**config.mk**
```make
export PLATFORM = sky130hd
export DESIGN_NAME = uart_rx_flat
export DESIGN_NICKNAME = d
export VERILOG_FILES = /design/src/rtl/uart_pkg.sv /design/src/rtl/uart_rx_if.sv /design/src/rtl/sync_2ff.sv /design/src/rtl/uart_rx.sv /design/src/flat_wrapper.sv
export SDC_FILE = /design/constraint.sdc
export NUM_CORES = 1
export LEC_CHECK = 0
export BUFFER_PORTS_ARGS = -buffer_cell sky130_fd_sc_hd__clkbuf_2
export CORE_MARGIN = 4
export CORE_UTILIZATION = 60
export CTS_CLUSTER_DIAMETER = 60
export CTS_CLUSTER_SIZE = 8
export DETAILED_ROUTE_END_ITERATION = 7
export HOLD_SLACK_MARGIN = 0.15
export PLACE_DENSITY = 0.82
export SYNTH_ARGS = -nofsm -noshare
export SYNTH_HDL_FRONTEND = slang
export SYNTH_HIERARCHICAL = 1
export SYNTH_SLANG_ARGS = --single-unit
export TNS_END_PERCENT = 100
```
**constraint.sdc**
```tcl
create_clock -name clk -period 3.05 [get_ports clk]
set_clock_uncertainty 0.05 [all_clocks]
set_input_delay 0.4575 -clock clk [delete_from_list [all_inputs] [get_ports clk]]
set_output_delay 0.4575 -clock clk [all_outputs]
set_load 0.02 [all_outputs]
```
**src/rtl/uart_pkg.sv**
```systemverilog
// uart_pkg: shared definitions for the UART receive path.
//   state_t        - receiver FSM encoding (IDLE/START/DATA/STOP)
//   DEF_DATA_BITS  - default data bits per frame
//   DEF_OVERSAMPLE - default sample ticks per bit period
package uart_pkg;

  typedef enum logic [1:0] {
    IDLE  = 2'd0,
    START = 2'd1,
    DATA  = 2'd2,
    STOP  = 2'd3
  } state_t;

  localparam int DEF_DATA_BITS  = 8;
  localparam int DEF_OVERSAMPLE = 16;

endpackage

```
**src/rtl/uart_rx_if.sv**
```systemverilog
// uart_rx_if: groups the receiver's line-side and result-side signals.
//   sample_tick - one-clk enable from the baud counter (oversample tick)
//   rx          - asynchronous serial line, idles high
//   rx_data     - last good word, held until the next good frame
//   rx_valid    - one-clk strobe, rx_data is new
//   frame_err   - one-clk strobe, stop bit sampled low
//   busy        - receiver is inside a frame
//   dbg_state   - current FSM state, for checkers
//
// Handshake: there is no ready/backpressure. rx_valid and frame_err are
// single-cycle, mutually exclusive strobes; a consumer must capture rx_data
// in the cycle rx_valid is high (it stays valid until the next good frame).
interface uart_rx_if #(
  parameter int DATA_BITS = uart_pkg::DEF_DATA_BITS
);
  import uart_pkg::*;

  logic                 sample_tick;
  logic                 rx;
  logic [DATA_BITS-1:0] rx_data;
  logic                 rx_valid;
  logic                 frame_err;
  logic                 busy;
  state_t               dbg_state;

  // master: the environment driving the line and consuming results
  modport master (
    output sample_tick, rx,
    input  rx_data, rx_valid, frame_err, busy, dbg_state
  );

  // slave: the receiver itself
  modport slave (
    input  sample_tick, rx,
    output rx_data, rx_valid, frame_err, busy, dbg_state
  );

endinterface

```
**src/rtl/sync_2ff.sv**
```systemverilog
// sync_2ff: two-flop synchronizer for a single asynchronous bit.
//   clk     - destination clock
//   rst     - asynchronous active-low reset, loads RST_VAL into both flops
//   d       - asynchronous input
//   q       - synchronized output (2 clk latency)
module sync_2ff #(
  parameter logic RST_VAL = 1'b1
) (
  input  logic clk,
  input  logic rst,
  input  logic d,
  output logic q
);

  logic meta;

  always_ff @(posedge clk or negedge rst) begin
    if (!rst) begin
      meta <= RST_VAL;
      q    <= RST_VAL;
    end else begin
      meta <= d;
      q    <= meta;
    end
  end

endmodule

```
**src/rtl/uart_rx.sv**
```systemverilog
// uart_rx: oversampling UART receiver, DATA_BITS data bits LSB first plus
// one stop bit, no parity. Bit timing advances only on sample_tick.
//   clk  - system clock
//   rst  - asynchronous active-low reset
//   bus  - uart_rx_if slave port (sample_tick, rx in; rx_data, rx_valid,
//          frame_err, busy, dbg_state out)
module uart_rx
  import uart_pkg::*;
#(
  parameter int DATA_BITS  = DEF_DATA_BITS,
  parameter int OVERSAMPLE = DEF_OVERSAMPLE
) (
  input  logic     clk,
  input  logic     rst,
  uart_rx_if.slave bus
);

  localparam int TW = $clog2(OVERSAMPLE);
  localparam int BW = $clog2(DATA_BITS);

  localparam logic [TW-1:0] HALF_M1  = TW'(OVERSAMPLE / 2 - 1);
  localparam logic [TW-1:0] FULL_M1  = TW'(OVERSAMPLE - 1);
  localparam logic [BW-1:0] LAST_BIT = BW'(DATA_BITS - 1);

  // Line conditioning: rx_s is the synchronized line, rx_d its previous value.
  logic rx_s;
  logic rx_d;

  sync_2ff #(.RST_VAL(1'b1)) u_sync_rx (
    .clk (clk),
    .rst (rst),
    .d   (bus.rx),
    .q   (rx_s)
  );

  always_ff @(posedge clk or negedge rst) begin
    if (!rst) rx_d <= 1'b1;
    else      rx_d <= rx_s;
  end

  // FSM state and datapath registers
  state_t                state, state_nxt;
  logic [TW-1:0]         tick_cnt, tick_nxt;
  logic [BW-1:0]         bit_cnt, bit_nxt;
  logic [DATA_BITS-1:0]  shift_reg, shift_nxt;
  logic [DATA_BITS-1:0]  data_q, data_nxt;
  logic                  valid_q, valid_nxt;
  logic                  ferr_q, ferr_nxt;

  // Process 1: state and datapath registers
  always_ff @(posedge clk or negedge rst) begin
    if (!rst) begin
      state     <= IDLE;
      tick_cnt  <= '0;
      bit_cnt   <= '0;
      shift_reg <= '0;
      data_q    <= '0;
      valid_q   <= 1'b0;
      ferr_q    <= 1'b0;
    end else begin
      state     <= state_nxt;
      tick_cnt  <= tick_nxt;
      bit_cnt   <= bit_nxt;
      shift_reg <= shift_nxt;
      data_q    <= data_nxt;
      valid_q   <= valid_nxt;
      ferr_q    <= ferr_nxt;
    end
  end

  // Process 2: next-state and next-datapath logic.
  // The strobes are computed here and registered, so they appear in the
  // cycle after the edge that consumes the stop-bit tick, together with the
  // return to IDLE.
  always_comb begin
    state_nxt = state;
    tick_nxt  = tick_cnt;
    bit_nxt   = bit_cnt;
    shift_nxt = shift_reg;
    data_nxt  = data_q;
    valid_nxt = 1'b0;
    ferr_nxt  = 1'b0;

    unique case (state)
      IDLE: begin
        // Edge detection runs every clk; a line that is already low (break)
        // never looks like a start bit.
        if (rx_d && !rx_s) begin
          state_nxt = START;
          tick_nxt  = '0;
        end
      end

      START: begin
        if (bus.sample_tick) begin
          if (tick_cnt == HALF_M1) begin
            // Half a bit after the edge: confirm the start bit is still low,
            // which also aligns later samples to bit centers.
            tick_nxt = '0;
            bit_nxt  = '0;
            if (!rx_s) state_nxt = DATA;
            else       state_nxt = IDLE;
          end else begin
            tick_nxt = tick_cnt + TW'(1);
          end
        end
      end

      DATA: begin
        if (bus.sample_tick) begin
          if (tick_cnt == FULL_M1) begin
            // LSB arrives first, so shifting right leaves it at bit 0.
            shift_nxt = {rx_s, shift_reg[DATA_BITS-1:1]};
            bit_nxt   = bit_cnt + BW'(1);
            tick_nxt  = '0;
            if (bit_cnt == LAST_BIT) state_nxt = STOP;
          end else begin
            tick_nxt = tick_cnt + TW'(1);
          end
        end
      end

      STOP: begin
        if (bus.sample_tick) begin
          if (tick_cnt == FULL_M1) begin
            tick_nxt  = '0;
            state_nxt = IDLE;
            if (rx_s) begin
              data_nxt  = shift_reg;
              valid_nxt = 1'b1;
            end else begin
              ferr_nxt  = 1'b1;
            end
          end else begin
            tick_nxt = tick_cnt + TW'(1);
          end
        end
      end

      default: state_nxt = IDLE;
    endcase
  end

  // Process 3: outputs, all derived from registers
  always_comb begin
    bus.busy      = (state != IDLE);
    bus.dbg_state = state;
    bus.rx_data   = data_q;
    bus.rx_valid  = valid_q;
    bus.frame_err = ferr_q;
  end

endmodule

```
**src/flat_wrapper.sv**
```systemverilog
// flat-port wrapper written by rule: the top's interface ports become plain ports
module uart_rx_flat import uart_pkg::*;
#(
  parameter int DATA_BITS  = DEF_DATA_BITS,
  parameter int OVERSAMPLE = DEF_OVERSAMPLE
)
  (clk, rst, bus_sample_tick, bus_rx, bus_rx_data, bus_rx_valid, bus_frame_err, bus_busy, bus_dbg_state);
  uart_rx_if #(.DATA_BITS(DATA_BITS)) bus_i ();
  input  logic clk;
  input  logic rst;
  input wire logic [$bits(bus_i.sample_tick)-1:0] bus_sample_tick;
  input wire logic [$bits(bus_i.rx)-1:0] bus_rx;
  output wire logic [$bits(bus_i.rx_data)-1:0] bus_rx_data;
  output wire logic [$bits(bus_i.rx_valid)-1:0] bus_rx_valid;
  output wire logic [$bits(bus_i.frame_err)-1:0] bus_frame_err;
  output wire logic [$bits(bus_i.busy)-1:0] bus_busy;
  output wire logic [$bits(bus_i.dbg_state)-1:0] bus_dbg_state;
  assign bus_i.sample_tick = bus_sample_tick;
  assign bus_i.rx = bus_rx;
  assign bus_rx_data = bus_i.rx_data;
  assign bus_rx_valid = bus_i.rx_valid;
  assign bus_frame_err = bus_i.frame_err;
  assign bus_busy = bus_i.busy;
  assign bus_dbg_state = bus_i.dbg_state;
  uart_rx #(.DATA_BITS(DATA_BITS), .OVERSAMPLE(OVERSAMPLE)) u_core (.clk(clk), .rst(rst), .bus(bus_i));
endmodule
```
==> impl_results.md, run 1 <==
- Max_cap viols: 0
- WL/cell: 15.9 um
- Grt ovf: 0
- GPL Wtd Cong: 0.834
- Vias in the first global route: 876
- CP Launch Point: u_core/tick_cnt[0]
- Synth Area in Adders: 0.0281
- Critical path required time: 3.20 ns
- Max-slew headroom: 0.531
- Setup slack at placement: 1.18 ns
- Rows: 16
- Total Neg Setup Slack: 0 ns
- CP arrival: 2.11 ns
- Initial DRT Pass Iterations: 5
- Area leader, netlist: dfrtp_1
- Post-Route WL: 2370 um
- CTS Root Cell: clkbuf_4
- Max frequency: 0.509 GHz
- Starting Density: 0.654
- Post-Synth Simple-Gate Area: 0.157
- Final Hold Vio Count: 0
- Register area share after synthesis: 0.565
- Final Max Slew Viols: 0
- Crit path capture type: flop
- Hold path depth: 0
- XOR/XNOR share of the synthesized area: 0
- Reg-to-Reg End: u_core/bus.rx_data[7]
- 1st-iter DRT viols: 26
- Die Span Y: 55.2 um
- Top area cells in the synthesized netlist: dfrtp_1 51%, mux2_2 16%, dfstp_2 5.9%, ha_1 2.8%, nand3_1 2.6%
- Routed vias/inst: 5.79
- Layout area overhead: 13.9%
- CP Class: reg2reg
- Final setup margin: 1.09 ns
- Skew-Pair Late Insertion Delay: 0.32 ns
- Largest net degree at the start of global routing: 31
- Leakage: 0.739 nW
- Buffer levels on the longest clock path: 2
- Most frequent cell after synthesis: dfrtp_1
- Total CTS buffers: 5
- Crit-path max FO: 8
- Via count: 863
- RSZ-0062 raised after global routing: no
- YS warnings: 6
- Status: completed
- Worst vdd ir: 471 uV
- Pwr/cell area: 664 nW/um^2
- Worst reg2reg startpoint: u_core/tick_cnt[0]
- Final Cell Area: 1520 um^2
- Setup Fix Bufs, Post-CTS: 0
- Area after DPL: 1420 um^2
- # IOs: 17
- DP Wirelength: 1580 um
- H-tree Lvls: 2
- CORE AREA: 2040 um^2
- Worst Max-Slew Pin Slew: 0.703 ns
- Share of layout cells above drive strength 1: 0.426
- Multiplexer area fraction after synthesis: 0.160
- Hold Path End: u_core/u_sync_rx/q
- Post-synthesis register bit count: 30
- Top FF cell, synth: dfrtp_1
- Final Critical Period: 1.96 ns
- Post-synthesis compound-gate area fraction: 0.0609
- CTS tree: built
- # setup viols final: 0
- Total inserted antenna cells: 0
- Share of flip-flops with an asynchronous set or reset: 1.00
- Number of enable flip-flop cells after synthesis: 0
- Library cells used by synthesis: 31
- Mapped Nets: 108
- Initial antenna violation count: 0
- Worst-path clk slew: 0.10 ns
- Post-CTS Resized: 0
- Global Route Usage Sum: 0.196
- CP startpoint kind: flop
- DIE AREA: 3040 um^2
- Min-delay src: u_core/u_sync_rx/meta
- Fin util: 0.744
- Net count, final: 128
- Worst Hold Class: reg2reg
- Post-DRT Antenna Nets: 0
- IO buf count: 16
- Mean Syn Cell Area: 13.2 um^2
- R2R setup slack: 1.09 ns
- CTS Sinks: 30
- Die width: 55.2 um
- Post-synth top cells: 27 x dfrtp_1, 19 x mux2_2, 7 x nand3_1, 4 x buf_2
- Area share of the largest cell type after synthesis: 0.506
- Syn Inst Count: 101
- Synthesized cell area: 1340 um^2
- Cells on worst reg2reg path: 4
- Largest family of logic cells by synthesized area: multiplexers
- Final period utilization: 0.644
- Fillers: 150
- First-pass GRT wire length: 4100 um
- Post-route DRC: 0
==> through the flow <==
| stage | hold WS (ns) | std cells | power [mW] |
|---|---|---|---|
| after global routing | 0.314 | 149 | 1.08 |
| after detailed placement | 0.299 | 139 | 0.722 |
| after CTS | 0.151 | 148 | 1.01 |
| after floorplan | 0.112 | 101 | 0.674 |
| final | 0.309 | 149 | 1.01 |
| after global placement | 0.297 | 139 | 0.709 |
==> worst max path at each step <==
stage	slack (ns)	to
finish	1.09	u_core/bus.rx_data[7]
global route	0.99	u_core/bus.rx_data[6]
CTS	1.11	u_core/bus.rx_data[7]
detailed placement	1.18	u_core/bus.rx_data[5]
global placement	1.25	u_core/bus.rx_data[6]
floorplan	1.30	u_core/bit_cnt[0]
==> worst max-delay path: stages, from the launching register on <==
cell and delay (ns):
dfrtp_1 0.40, ha_1 0.35, nand4_4 0.19, nor3_4 0.45, mux2_2 0.40
==> logic make-up (layout without fill, tap and decap cells) <==
logic type | after synthesis | count (layout)
DFF | 30 | 30
and+or+nand+nor | 30 | 30
AOI/OAI and AO/OA | 11 | 11
adders and majority gates | 3 | 3
buffers and inverters | 8 | 29
muxes | 19 | 19
==> report_power, final <==
| part | switching (mW) | leakage (nW) | internal (mW) |
|---|---|---|---|
| registers | 0.0811 | 0.398 | 0.438 |
| logic | 0.122 | 0.297 | 0.0799 |
| clock network | 0.131 | 0.0446 | 0.157 |
==> cells in the final DEF (no fill, tap or decap), drive strengths merged <==
| cell | instances |
|---|---|
| a21o | 1 |
| a21oi | 3 |
| a221oi | 1 |
| a22o | 1 |
| and4 | 1 |
| clkbuf | 24 |
| dfrtp | 27 |
| dfstp | 3 |
| dlygate4sd3 | 2 |
| ha | 3 |
| inv | 3 |
| mux2 | 19 |
| nand2 | 3 |
| nand2b | 1 |
| nand3 | 7 |
| nand3b | 1 |
| nand4 | 4 |
| nand4b | 1 |
| nand4bb | 1 |
| nor2 | 4 |
| nor2b | 1 |
| nor3 | 3 |
| o211ai | 2 |
| o21ai | 3 |
| or2 | 1 |
| or3b | 1 |
| or4b | 1 |
==> timing repair <==
item	in CTS	in global routing
hold buffers	1	1
endpoints found under the hold margin	27	1
setup endpoints to repair	0	0
==> layer usage <==
metal  part of all wire  track usage  vias to the layer above
li1                   -            -                      408
met3              0.049       0.0617                        3
met4             0.0084       0.0607                        0
met5                  0            0                        -
met1               0.45        0.265                      424
met2               0.49        0.301                       28
==> layout make-up <==
type | instances | area [um^2] | share of cell area
Timing Repair Buffer | 18 | 100 | 0.0658
Tap cell | 27 | 33.8 | 0.0222
Clock buffer | 8 | 78.8 | 0.0519
Sequential cell | 30 | 754 | 0.496
Multi-Input combinational cell | 63 | 542 | 0.356
Inverter | 3 | 11.3 | 0.00741
No activity file was read; power rests on OpenSTA's default activity.
==> run 2: changes to the inputs <==
CORE_ASPECT_RATIO = 1.75   (was not set)
CORE_UTILIZATION = 55   (was 60)
PLACE_DENSITY = 0.76   (was 0.82)
clock period = 2.05 ns   (was 3.05 ns; I/O delays follow)
==> run 2 against run 1 <==
  * Sequential power rose by 49%
  * Sequential share of layout area fell by 0.32 points
  * Hold slack got worse by 0.0015 ns
  * Critical endpoint is now u_core/bus.rx_data[3]
==> impl_results.md, run 2 (same netlist as run 1, synthesis figures left out) <==
- Worst Max-Slew Pin Slew: 0.707 ns
- Setup Fix Bufs, Post-CTS: 0
- Max frequency: 0.536 GHz
- First-pass GRT wire length: 4050 um
- Final setup margin: 0.184 ns
- Final Max Slew Viols: 0
- 1st-iter DRT viols: 14
- Via count: 852
- Post-route DRC: 0
- Final period utilization: 0.910
- Post-DRT Antenna Nets: 0
- # IOs: 17
- Total CTS buffers: 5
- Starting Density: 0.580
- Fillers: 172
- Initial antenna violation count: 0
- Net count, final: 128
- Most frequent cells in the layout: 27 x dfrtp_1, 19 x mux2_2, 16 x clkbuf_2, 7 x nand3_1, 6 x clkbuf_8
- Final Critical Period: 1.87 ns
- Leakage: 0.743 nW
- Global Route Usage Sum: 0.176
- Vias in the first global route: 894
- Critical path required time: 2.16 ns
- Buffer levels on the longest clock path: 2
- Design Power: 1.54 mW
- Worst vdd ir: 648 uV
- Max_cap viols: 0
- CORE AREA: 2300 um^2
- # setup viols final: 0
- DIE AREA: 3310 um^2
- Final Cell Area: 1530 um^2
- Final Hold Vio Count: 0
- Die Span Y: 73.2 um
- Pwr/cell area: 1010 nW/um^2
- Initial DRT Pass Iterations: 4
- Worst reg2reg startpoint: u_core/tick_cnt[0]
- Crit path capture type: flop
- Post-Layout Cell Count: 147
- Hold path depth: 0
- CTS Sinks: 30
- Fin Hold WS: 0.308 ns
- Reg-to-Reg End: u_core/bus.rx_data[3]
- Status: completed
- Total inserted antenna cells: 0
- Share of layout cells above drive strength 1: 0.418
- Worst-path clk slew: 0.06 ns
- H-tree Lvls: 2
- RSZ-0062 raised after global routing: no
- Max-slew headroom: 0.529
- Fin util: 0.665
- CTS tree: built
- Most common cell after layout, fill and taps aside: dfrtp_1
- CP arrival: 1.97 ns
- Total placed cells including tap cells: 137
- CP startpoint kind: flop
- GPL Wtd Cong: 0.907
- CTS Root Cell: clkbuf_8
- Layout area overhead: 14.6%
- Area after DPL: 1420 um^2
- Post-Route WL: 2290 um
- DP Wirelength: 1620 um
- CP Class: reg2reg
- Worst Hold Class: reg2reg
- WL/cell: 15.6 um
- Min-delay src: u_core/u_sync_rx/meta
- R2R setup slack: 0.18 ns
- IO buf count: 16
- Hold Path End: u_core/u_sync_rx/q
- Grt ovf: 0
- Total Neg Setup Slack: 0 ns
- Setup slack at placement: 0.219 ns
- Routed vias/inst: 5.80
- Skew-Pair Late Insertion Delay: 0.28 ns
- Largest net degree at the start of global routing: 31
- Cells on worst reg2reg path: 4
- Die width: 45.2 um
- Crit-path max FO: 8
- Rows: 23
[run 2: cell types whose count changed in the layout (fill, tap and decap cells not counted), sizes merged]
| cell | previous run | this run |
|---|---|---|
| clkbuf | 24 | 23 |
| clkinv | 0 | 1 |
[run 2: worst max path at each step]
stage               cells past startpoint               startpoint  slack [ns]                    end
finish                                  4       u_core/tick_cnt[0]        0.18  u_core/bus.rx_data[3]
CTS                                     4       u_core/tick_cnt[0]        0.19  u_core/bus.rx_data[3]
detailed placement                      4       u_core/tick_cnt[0]        0.22  u_core/bus.rx_data[3]
global placement                        4       u_core/tick_cnt[0]        0.27  u_core/bus.rx_data[2]
floorplan                               4  u_core/bus.dbg_state[0]        0.30      u_core/bit_cnt[0]
global route                            4       u_core/tick_cnt[0]        0.07  u_core/bus.rx_data[3]
[run 2: cell type report]
| cell class | count | area [um^2] | area share |
|---|---|---|---|
| inverter | 3 | 11.3 | 0.00736 |
| multi-input combinational | 63 | 542 | 0.354 |
| timing repair buffer | 18 | 100 | 0.0654 |
| clock inverter | 1 | 5.00 | 0.00327 |
| tap | 25 | 31.3 | 0.0204 |
| clock buffer | 7 | 86.3 | 0.0564 |
| sequential | 30 | 754 | 0.493 |
[run 2: power by group]
part | total (mW) | internal (mW) | switching [mW] | leakage (nW)
sequential | 0.773 | 0.654 | 0.119 | 0.398
combinational | 0.292 | 0.118 | 0.174 | 0.297
clock | 0.474 | 0.270 | 0.204 | 0.0482
[run 2: timing repair]
| action | CTS | global route |
|---|---|---|
| endpoints found under the hold margin | 28 | 0 |
| resized for setup | 0 | 0 |
| hold buffers | 2 | 0 |
[run 2: routing by layer]
layer	vias to the layer above	routed length (um)	part of all wire	track usage
met5	-	0	0	0
met4	0	69	0.030	0.107
met3	7	106	0.046	0.0617
met2	20	1210	0.53	0.270
met1	415	906	0.40	0.204
li1	410	-	-	-
[run 2: critical path: stages, from the launching register on]
cell     delay, ns
dfrtp_1       0.39
ha_1          0.33
nand4_4       0.19
nor3_4        0.39
mux2_2        0.39
==> run 3: changes to the inputs <==
clock period = 2 ns   (was 2.05 ns; I/O delays follow)
==> run 3 against run 2 <==
  * Non-clock buffer count up 1
  * Core utilization up 0.98 points
  * Power up 10%
  * Die area unchanged
  * Hold slack better by 0.00089 ns
  * Fmax up 1.4%
  * Sequential share of layout area down 0.72 points
  * Worst setup slack worse by 0.023 ns
  * Cell count up 0.68%
  * Sequential power up 0.5%
  * Global-route usage up 1.1 points
==> impl_results.md, run 3 (same netlist as run 1, synthesis figures left out) <==
- Status: completed
- Worst-path clk slew: 0.06 ns
- Starting Density: 0.580
- Largest net degree at the start of global routing: 31
- Vias in the first global route: 956
- Initial antenna violation count: 0
- RSZ-0062 raised after global routing: no
- Design Power: 1.69 mW
- Final Hold Vio Count: 0
- Net count, final: 129
- CTS Sinks: 30
- DP Wirelength: 1730 um
- Grt ovf: 0
- GPL Wtd Cong: 0.940
- Max_cap viols: 0
- 1st-iter DRT viols: 26
- Final Max Slew Viols: 0
- Total inserted antenna cells: 0
- Layout area overhead: 16.3%
- CTS tree: built
- Worst reg2reg startpoint: u_core/tick_cnt[0]
- Max frequency: 0.544 GHz
- Post-CTS Resized: 0
- Total Neg Setup Slack: 0 ns
- Total CTS buffers: 5
- CP arrival: 1.95 ns
- Hold path depth: 0
- Post-DRT Antenna Nets: 0
- Final Critical Period: 1.84 ns
- CP startpoint kind: flop
- Critical path required time: 2.11 ns
- Min-delay src: u_core/u_sync_rx/meta
- CORE AREA: 2300 um^2
- Routed vias/inst: 5.74
- Most frequent cells in the layout: 27 x dfrtp_1, 19 x mux2_2, 16 x clkbuf_2, 7 x nand3_1, 5 x clkbuf_8
- Reg-to-Reg End: u_core/bus.rx_data[2]
- Crit-path max FO: 8
- Worst Hold Class: reg2reg
- WL/cell: 16.1 um
- Worst Max-Slew Pin Slew: 0.715 ns
- Cells on worst reg2reg path: 4
- Rows: 23
- Pwr/cell area: 1090 nW/um^2
- Share of layout cells above drive strength 1: 0.415
- Initial DRT Pass Iterations: 4
- # setup viols final: 0
- Leakage: 0.752 nW
- CTS Root Cell: clkbuf_8
- Skew-Pair Late Insertion Delay: 0.28 ns
- Global Route Usage Sum: 0.187
- R2R setup slack: 0.16 ns
- Setup Fix Bufs, Post-CTS: 0
- Final period utilization: 0.920
- Fillers: 181
- Post-Route WL: 2380 um
- Die width: 45.2 um
- Die Span Y: 73.2 um
- Most common cell after layout, fill and taps aside: dfrtp_1
- H-tree Lvls: 2
- Worst vdd ir: 688 uV
- # IOs: 17
- Area after DPL: 1430 um^2
- Crit path capture type: flop
- Max-slew headroom: 0.523
- Buffer levels on the longest clock path: 2
- Final Cell Area: 1550 um^2
- CP Class: reg2reg
- IO buf count: 16
- Post-route DRC: 0
- Via count: 849
- First-pass GRT wire length: 4350 um
- DIE AREA: 3310 um^2
- Hold Path End: u_core/u_sync_rx/q
run 3: repair_timing:
action                     CTS  global route
hold buffers                 2             0
hold endpoints to repair    28             0
setup endpoints to repair    0             8
run 3: per-stage QoR:
| stage | hold WS, ns | util | setup WS [ns] | cells |
|---|---|---|---|---|
| floorplan | -0.0456 | - | 0.246 | 101 |
| global placement | 0.296 | 0.620 | 0.215 | 138 |
| detailed placement | 0.301 | 0.620 | 0.105 | 138 |
| CTS | 0.309 | 0.674 | 0.0876 | 148 |
| global route | 0.312 | 0.674 | 0.0127 | 148 |
| finish | 0.309 | 0.674 | 0.161 | 148 |
run 3: routing by layer:
| layer | track usage | vias up | routed length (um) |
|---|---|---|---|
| li1 | - | 408 | - |
| met1 | 0.199 | 416 | 864 |
| met2 | 0.306 | 17 | 1330 |
| met3 | 0.0617 | 8 | 97 |
| met4 | 0.114 | 0 | 80 |
| met5 | 0 | - | 0 |
run 3: layout make-up:
type / count / area, um^2 / share of cell area
inverter: 3 / 11.3 / 0.00725
sequential: 30 / 754 / 0.486
tap: 25 / 31.3 / 0.0201
timing repair buffer: 19 / 108 / 0.0693
clock inverter: 1 / 30.0 / 0.0193
multi-input combinational: 63 / 542 / 0.349
clock buffer: 7 / 76.3 / 0.0492
run 3: how the worst max path moves through the flow:
stage	cells after the start	from	end	slack [ns]
3_3_place_gp	4	u_core/tick_cnt[0]	u_core/bus.rx_data[2]	0.21
6_report	4	u_core/tick_cnt[0]	u_core/bus.rx_data[2]	0.16
3_5_place_dp	4	u_core/tick_cnt[0]	u_core/bus.rx_data[2]	0.11
4_1_cts	4	u_core/tick_cnt[0]	u_core/bus.rx_data[2]	0.09
2_1_floorplan	4	u_core/bus.dbg_state[0]	u_core/bit_cnt[0]	0.25
5_1_grt	4	u_core/tick_cnt[0]	u_core/bus.rx_data[2]	0.01
run 3: power by group:
group / switching, mW / internal, mW
sequential: 0.107 / 0.671
combinational: 0.201 / 0.135
clock: 0.209 / 0.372
run 3: worst max-delay path, cell delays in order, from the launching register on:
cell and delay, ns:
dfrtp_1 0.39, ha_1 0.33, nand4_4 0.19, nor3_4 0.37, mux2_2 0.39
